`config.mk`:
```
export PLATFORM = sky130hd
export DESIGN_NAME = cardinal_nic
export DESIGN_NICKNAME = d
export VERILOG_FILES = /design/src/rtl/cardinal_nic_pkg.sv /design/src/rtl/cardinal_nic_buffer.sv /design/src/rtl/cardinal_nic.sv
export SDC_FILE = /design/constraint.sdc
export NUM_CORES = 1
export LEC_CHECK = 0
export CORE_ASPECT_RATIO = 0.6
export CORE_UTILIZATION = 45
export DETAILED_ROUTE_END_ITERATION = 10
export HOLD_SLACK_MARGIN = 0.03
export PLACE_DENSITY = 0.77
export SLEW_MARGIN = 20
export SYNTH_ARGS = -nofsm -noshare
export SYNTH_HDL_FRONTEND = slang
export SYNTH_SLANG_ARGS = --single-unit
```
`constraint.sdc`:
```
create_clock -name clk -period 1.4 [get_ports clk]
set_input_delay 0.21 -clock clk [delete_from_list [all_inputs] [get_ports clk]]
set_output_delay 0.21 -clock clk [all_outputs]
set_load 0.02 [all_outputs]
```
`src/rtl/cardinal_nic_pkg.sv`:
```
// rtl/cardinal_nic_pkg.sv - shared register map and packet layout for the cardinal NIC
package cardinal_nic_pkg;

  localparam logic [1:0] NIC_ADDR_IN_BUF   = 2'b00;
  localparam logic [1:0] NIC_ADDR_IN_STAT  = 2'b01;
  localparam logic [1:0] NIC_ADDR_OUT_BUF  = 2'b10;
  localparam logic [1:0] NIC_ADDR_OUT_STAT = 2'b11;

  localparam int PKT_W          = 64;
  localparam int PKT_VC_BIT     = 63;
  localparam int PKT_DIR_BIT    = 62;
  localparam int PKT_HOP_HI     = 55;
  localparam int PKT_HOP_LO     = 48;
  localparam int PKT_PAYLOAD_HI = 31;
  localparam int PKT_PAYLOAD_LO = 0;

  function automatic logic pkt_vc(input logic [PKT_W-1:0] pkt);
    return pkt[PKT_VC_BIT];
  endfunction

endpackage

```
`src/rtl/cardinal_nic_buffer.sv`:
```
// rtl/cardinal_nic_buffer.sv - single-entry packet register with full flag
module nic_buffer #(
  parameter int W = 64
) (
  input  logic         clk,
  input  logic         reset,
  input  logic         load,
  input  logic         clear,
  input  logic [W-1:0] d,
  output logic [W-1:0] q,
  output logic         full
);

  // Load wins over clear so an arriving packet is never lost.
  always_ff @(posedge clk) begin
    if (reset) begin
      q    <= '0;
      full <= 1'b0;
    end else if (load) begin
      q    <= d;
      full <= 1'b1;
    end else if (clear) begin
      full <= 1'b0;
    end
  end

endmodule

```
`src/rtl/cardinal_nic.sv`:
```
// rtl/cardinal_nic.sv - memory-mapped PE port to cardinal router PE channel bridge
module cardinal_nic
  import cardinal_nic_pkg::*;
#(
  parameter int DATA_W = 64,
  parameter int VC_BIT = PKT_VC_BIT
) (
  input  logic              clk,
  input  logic              reset,
  input  logic [1:0]        addr,
  input  logic [DATA_W-1:0] d_in,
  output logic [DATA_W-1:0] d_out,
  input  logic              nic_en,
  input  logic              nic_wr_en,
  output logic              net_so,
  input  logic              net_ro,
  output logic [DATA_W-1:0] net_do,
  input  logic              net_polarity,
  input  logic              net_si,
  output logic              net_ri,
  input  logic [DATA_W-1:0] net_di
);

  logic              rd;
  logic              wr;
  logic              in_full;
  logic              in_load;
  logic              in_clear;
  logic [DATA_W-1:0] in_buf;
  logic              out_full;
  logic              out_load;
  logic [DATA_W-1:0] out_buf;

  assign rd = nic_en & ~nic_wr_en;
  assign wr = nic_en & nic_wr_en;

  assign net_ri   = ~in_full;
  assign in_load  = net_si & ~in_full;
  assign in_clear = rd & (addr == NIC_ADDR_IN_BUF);

  // A write into a still-occupied outbound slot is silently dropped.
  assign out_load = wr & (addr == NIC_ADDR_OUT_BUF) & ~out_full;
  assign net_so   = out_full & net_ro & (out_buf[VC_BIT] == net_polarity);
  assign net_do   = out_buf;

  nic_buffer #(.W(DATA_W)) u_in_buf (
    .clk   (clk),
    .reset (reset),
    .load  (in_load),
    .clear (in_clear),
    .d     (net_di),
    .q     (in_buf),
    .full  (in_full)
  );

  nic_buffer #(.W(DATA_W)) u_out_buf (
    .clk   (clk),
    .reset (reset),
    .load  (out_load),
    .clear (net_so),
    .d     (d_in),
    .q     (out_buf),
    .full  (out_full)
  );

  always_ff @(posedge clk) begin
    if (reset) begin
      d_out <= '0;
    end else if (rd) begin
      case (addr)
        NIC_ADDR_IN_BUF:   d_out <= in_buf;
        NIC_ADDR_IN_STAT:  d_out <= {{(DATA_W-1){1'b0}}, in_full};
        NIC_ADDR_OUT_STAT: d_out <= {{(DATA_W-1){1'b0}}, out_full};
        default:           d_out <= '0;
      endcase
    end
  end

endmodule
```
Yosys cells after proc, flatten, opt, wreduce, memory -nomap -nowiden

Cells that the tools add are included.
Widths: inputs -> output; s select.

Bits in registers: 194
Output and inout port bits: 130
Word-level logic and storage cells: 28

Equality and inequality tests: 4
Mux-type cells: 5
Bitwise gates (word level): 11
Reductions and logical operators: 3

Operators by type and width:

| operator           | number |
|---|---|
| $pmux 64 s3        | 1 |
| $and 1x1->1        | 8 |
| $eq 2x2->1 const B | 2 |
| $mux 1             | 4 |
| $reduce_bool 2->1  | 2 |
| $not 1->1          | 3 |
| $eq 2x1->1 const B | 1 |
| $logic_not 2->1    | 1 |
| $eq 1x1->1         | 1 |

Logic depth before layout (Yosys ltp)

Word-level depth: 5
Depth in mapped cells: 5
Mapped depth without buffers: 3

Cells and area by module

Synthesis repeated with hierarchy kept, for this count alone.

Cells, all modules: 645
Area, all modules: 7478.4 um2

Modules (own cells, without submodules):

| module       | instances | cells each | area each (um2) | seq. area each (um2) |
|---|---|---|---|---|
| nic_buffer   | 2         | 210        | 2344.7          | 1301.2 |
| cardinal_nic | 1         | 225        | 2788.9          | 1281.2 |

Worst setup path before layout

Ideal clock, no wire load.

Path kind: reg-to-reg
Start: register u_out_buf.full
End: register d_out[0]
Setup time: 0.074 ns
Arrival time: 1.052 ns
Setup slack: 0.274 ns
Stages on the path, launching flop included: 5
Path through: dfxtp_1 > buf_4 > mux2i_1 > or3b_1 > a31oi_1

Cells in the longest elaborated chain, start to end: 1

Ends and longest elaborated chain:

| element                  | RTL line                  | text |
|---|---|---|
| start: declaration       | cardinal_nic_buffer.sv:11 | `output logic full` |
| start signal: assignment | cardinal_nic_buffer.sv:18 | `full <= 1'b0;` |
| start signal: assignment | cardinal_nic_buffer.sv:21 | `full <= 1'b1;` |
| start signal: assignment | cardinal_nic_buffer.sv:23 | `full <= 1'b0;` |
| $pmux 64 s3              | cardinal_nic.sv:70        | `case (addr)` |
| end signal: assignment   | cardinal_nic.sv:71        | `NIC_ADDR_IN_BUF: d_out <= in_buf;` |
| end signal: assignment   | cardinal_nic.sv:72        | `NIC_ADDR_IN_STAT: d_out <= {{(DATA_W-1){1'b0}}, in_full};` |
| end signal: assignment   | cardinal_nic.sv:73        | `NIC_ADDR_OUT_STAT: d_out <= {{(DATA_W-1){1'b0}}, out_full};` |
| end: declaration         | cardinal_nic.sv:12        | `output logic [DATA_W-1:0] d_out,` |

No other way between the ends.
A chain may end at the register's enable or synchronous reset.

Final worst setup path

Start: register u_out_buf.q[63]
End: output port net_so

Cells in the longest elaborated chain, start to end: 2

Ends and longest elaborated chain:

| element                  | RTL line                  | text |
|---|---|---|
| start: declaration       | cardinal_nic_buffer.sv:10 | `output logic [W-1:0] q,` |
| start signal: assignment | cardinal_nic_buffer.sv:17 | `q <= '0;` |
| start signal: assignment | cardinal_nic_buffer.sv:20 | `q <= d;` |
| $eq 1x1->1               | cardinal_nic.sv:43        | `assign net_so = out_full & net_ro & (out_buf[VC_BIT] == net_polarity);` |
| $and 1x1->1              | cardinal_nic.sv:43        |  |
| end: declaration         | cardinal_nic.sv:15        | `output logic net_so,` |

No other way between the ends.

==> flow_summary.toml <==
[drt]
drtIter0Drc = 481
drc = 0
vias = 6680
wl_per_cell_um = 14.8
drt-pass1-iter-count = 5
final_antenna_net_count = 0
viasPerCell = 4.95
routed_wl_um = 20000

[die]
ios = 267
initial_core_util_pct = 46.2
die_area_um2 = 17300
die_h_um = 102
coreArea_um2 = 16300
num_rows = 36
fp.dieW_um = 169

[clocking]
root_buffer = "clkbuf_16"
cts_tree = "done"
clk_latency_ps = 430
htree_levels = 4
clkSinkCount = 194
clk_path_buf_depth = 2
clk_pin_slew_worst_paths_ps = 70
cts_buffers = 17

[sta]
post-route-period-util_pct = 99.1
max_freq_mhz = 721
setup_viol = 0
finalMaxSlewViolations = 0
final_hold_viol_count = 0
relSlewSlack_pct = 60.2
period_minus_slack_ps = 1390
rsz0062_at_grt = "yes"
worst_slew_pin_slew_ps = 597
skew_ps = 12.6
hold_slack_ps = 155

[pwr]
power.density_nw_per_um2 = 1070
p_int_uw = 8770
clkPwrFrac_pct = 40.6
switching_share_pct = 26.0
vdd_drop_max_uv = 683
net-switching-power_uw = 3070
finalPower_uw = 11800
comb_power_share_pct = 10.7
seqPwrFrac_pct = 48.7
power_leakage_uw = 0.00458

[grt]
overflow = 0
grt_start_max_net_pins = 65
antenna_found_initial = 0
grt_pass1_wl_um = 31600
track_usage_pct = 23.1
grt_pass1_vias = 6174

[yosys]
yosysSeqAreaShare_pct = 51.5
synth_top_family_by_area = "compound AO/OA/AOI/OAI gates"
synth_fa_ha_area_share_pct = 0
syn_inst = 863
syn-cell-area_um2 = 7540
synth_nets = 1000
synth-xor-area-share_pct = 0.116
synth_ff_type = "dfxtp_1"
synth-compound-area-share_pct = 21.3
ys_types = 25
yosys.area_share.simple_pct = 21.2
ys.warnings.count = 0
ys_async_sr_fraction_pct = 0
synthMuxAreaShare_pct = 0.133
avgSynthCellArea_um2 = 8.74
synth-seq-cells = 194
synth-edff-count = 0

[place]
port_buffers = 266
hpwl_um = 13300
placed_area_um2 = 10600
post-place-cells = 1317
gp_congestion = 0.796

[flow_run]
maxCapViolCount = 0

[cells_and_area]
fin_cells = 1350
final_nets = 1246
final_common_cell = "dfxtp_1"
area_delta_synth_final_pct = 46.7
n_antenna_cell = 0
design_area_um2 = 11100
layout_common_cells = "dfxtp_1, clkdlybuf4s50_1, nand2_1, dlygate4sd2_1, nand2b_1"
utilization_pct = 67.8
final_layout_size_suffix_gt1_share_pct = 9.80

[min_path]
hp-class = "input pin to flip-flop"

[worst_setup_path]
critPathRequiredTime_ps = 1190
cp-end-kind = "output port"
crit_fanout = 2
crit_type = "flip-flop to output port"
crit_path_start_kind = "flip-flop"
critPathArrivalTime_ps = 1180

[outcome]
status = "completed"
[power by group through the flow]
stage | registers [µW] | clock network, µW | logic [µW]
after floorplan | 5940 | 0 | 525
after global placement | 5890 | 0 | 1300
after detailed placement | 5890 | 0 | 1300
after CTS | 5760 | 4940 | 1270
after global routing | 5780 | 5190 | 1380
final | 5760 | 4810 | 1270
[flip-flops by register name (all words and copies together) (netlist names)]
signal	count
u_in_buf.q	64
u_out_buf.full	1
d_out	64
u_in_buf.full	1
u_out_buf.q	64
[logic make-up after synthesis]
family | Yosys count
and+or+nand+nor | 331
buffers and inverters | 78
DFF | 194
AOI/OAI and AO/OA | 258
muxes | 1
xor gates and xnor gates | 1
[final timing paths]
check        depth (start not counted)                    startpoint  slack (ps)                            to
min                                  2                         reset         160   u_out_buf.full$_SDFFE_PP0P_
max reg2reg                          4   u_out_buf.full$_SDFFE_PP0P_         160  u_out_buf.q[39]$_SDFFE_PP0P_
max                                  3  u_out_buf.q[63]$_SDFFE_PP0P_          10                        net_so
min reg2reg                          2   u_in_buf.q[10]$_SDFFE_PP0P_         460   u_in_buf.q[10]$_SDFFE_PP0P_
[metrics by stage]
step / setup WS (ps) / setup TNS [ps]
floorplan: 274 / 0
global placement: -393 / -38540
detailed placement: -389 / -39440
CTS: -40.6 / -40.6
global route: -70.2 / -70.2
finish: 13.0 / 0
[critical path, stage by stage (launching register included)]
cell,delay [ps]
dfxtp_2,330
xnor2_1,110
and3_1,200
buf_6,120
[synthesized netlist by cell type, types with 2 or more instances]
cell type | number | area share [%]
dfxtp_1 | 194 | 52
a21oi_1 | 64 | 4.2
buf_2 | 40 | 2.7
nor2b_1 | 65 | 5.4
clkbuf_1 | 24 | 1.2
buf_6 | 11 | 1.6
a22oi_1 | 34 | 3.4
o21ai_0 | 64 | 4.2
nand2_1 | 130 | 6.5
nor2_1 | 64 | 3.2
a22oi_2 | 29 | 4.8
o21ai_1 | 64 | 4.2
buf_4 | 2 | 0.20
nand2b_1 | 67 | 5.6
[area by class of cell]
class	count	area, µm²
inverter	1	3.75
clock inverter	14	161
tap	228	285
fill	1398	5240
sequential	194	3890
clock buffer	18	429
timing repair buffer	304	3050
multi-input combinational	591	3240
[metal layers]
| layer | vias to the layer above | GRT usage, % | wire length (µm) | share of wire, % |
|---|---|---|---|---|
| met2 | 188 | 36.1 | 9050 | 45 |
| met1 | 3095 | 30.5 | 9120 | 46 |
| met4 | 0 | 7.69 | 263 | 1.3 |
| met3 | 15 | 7.16 | 1520 | 7.6 |
| met5 | - | 0 | 0 | 0 |
| li1 | 3382 | - | - | - |
[what timing repair did]
action / CTS / global route
buffers inserted: 0 / 1
resized for setup: 138 / 12
hold buffers: 0 / 0
pin swaps: 0 / 2
endpoints found under the setup margin: 130 / 12
(Power assumes the default switching activity.)
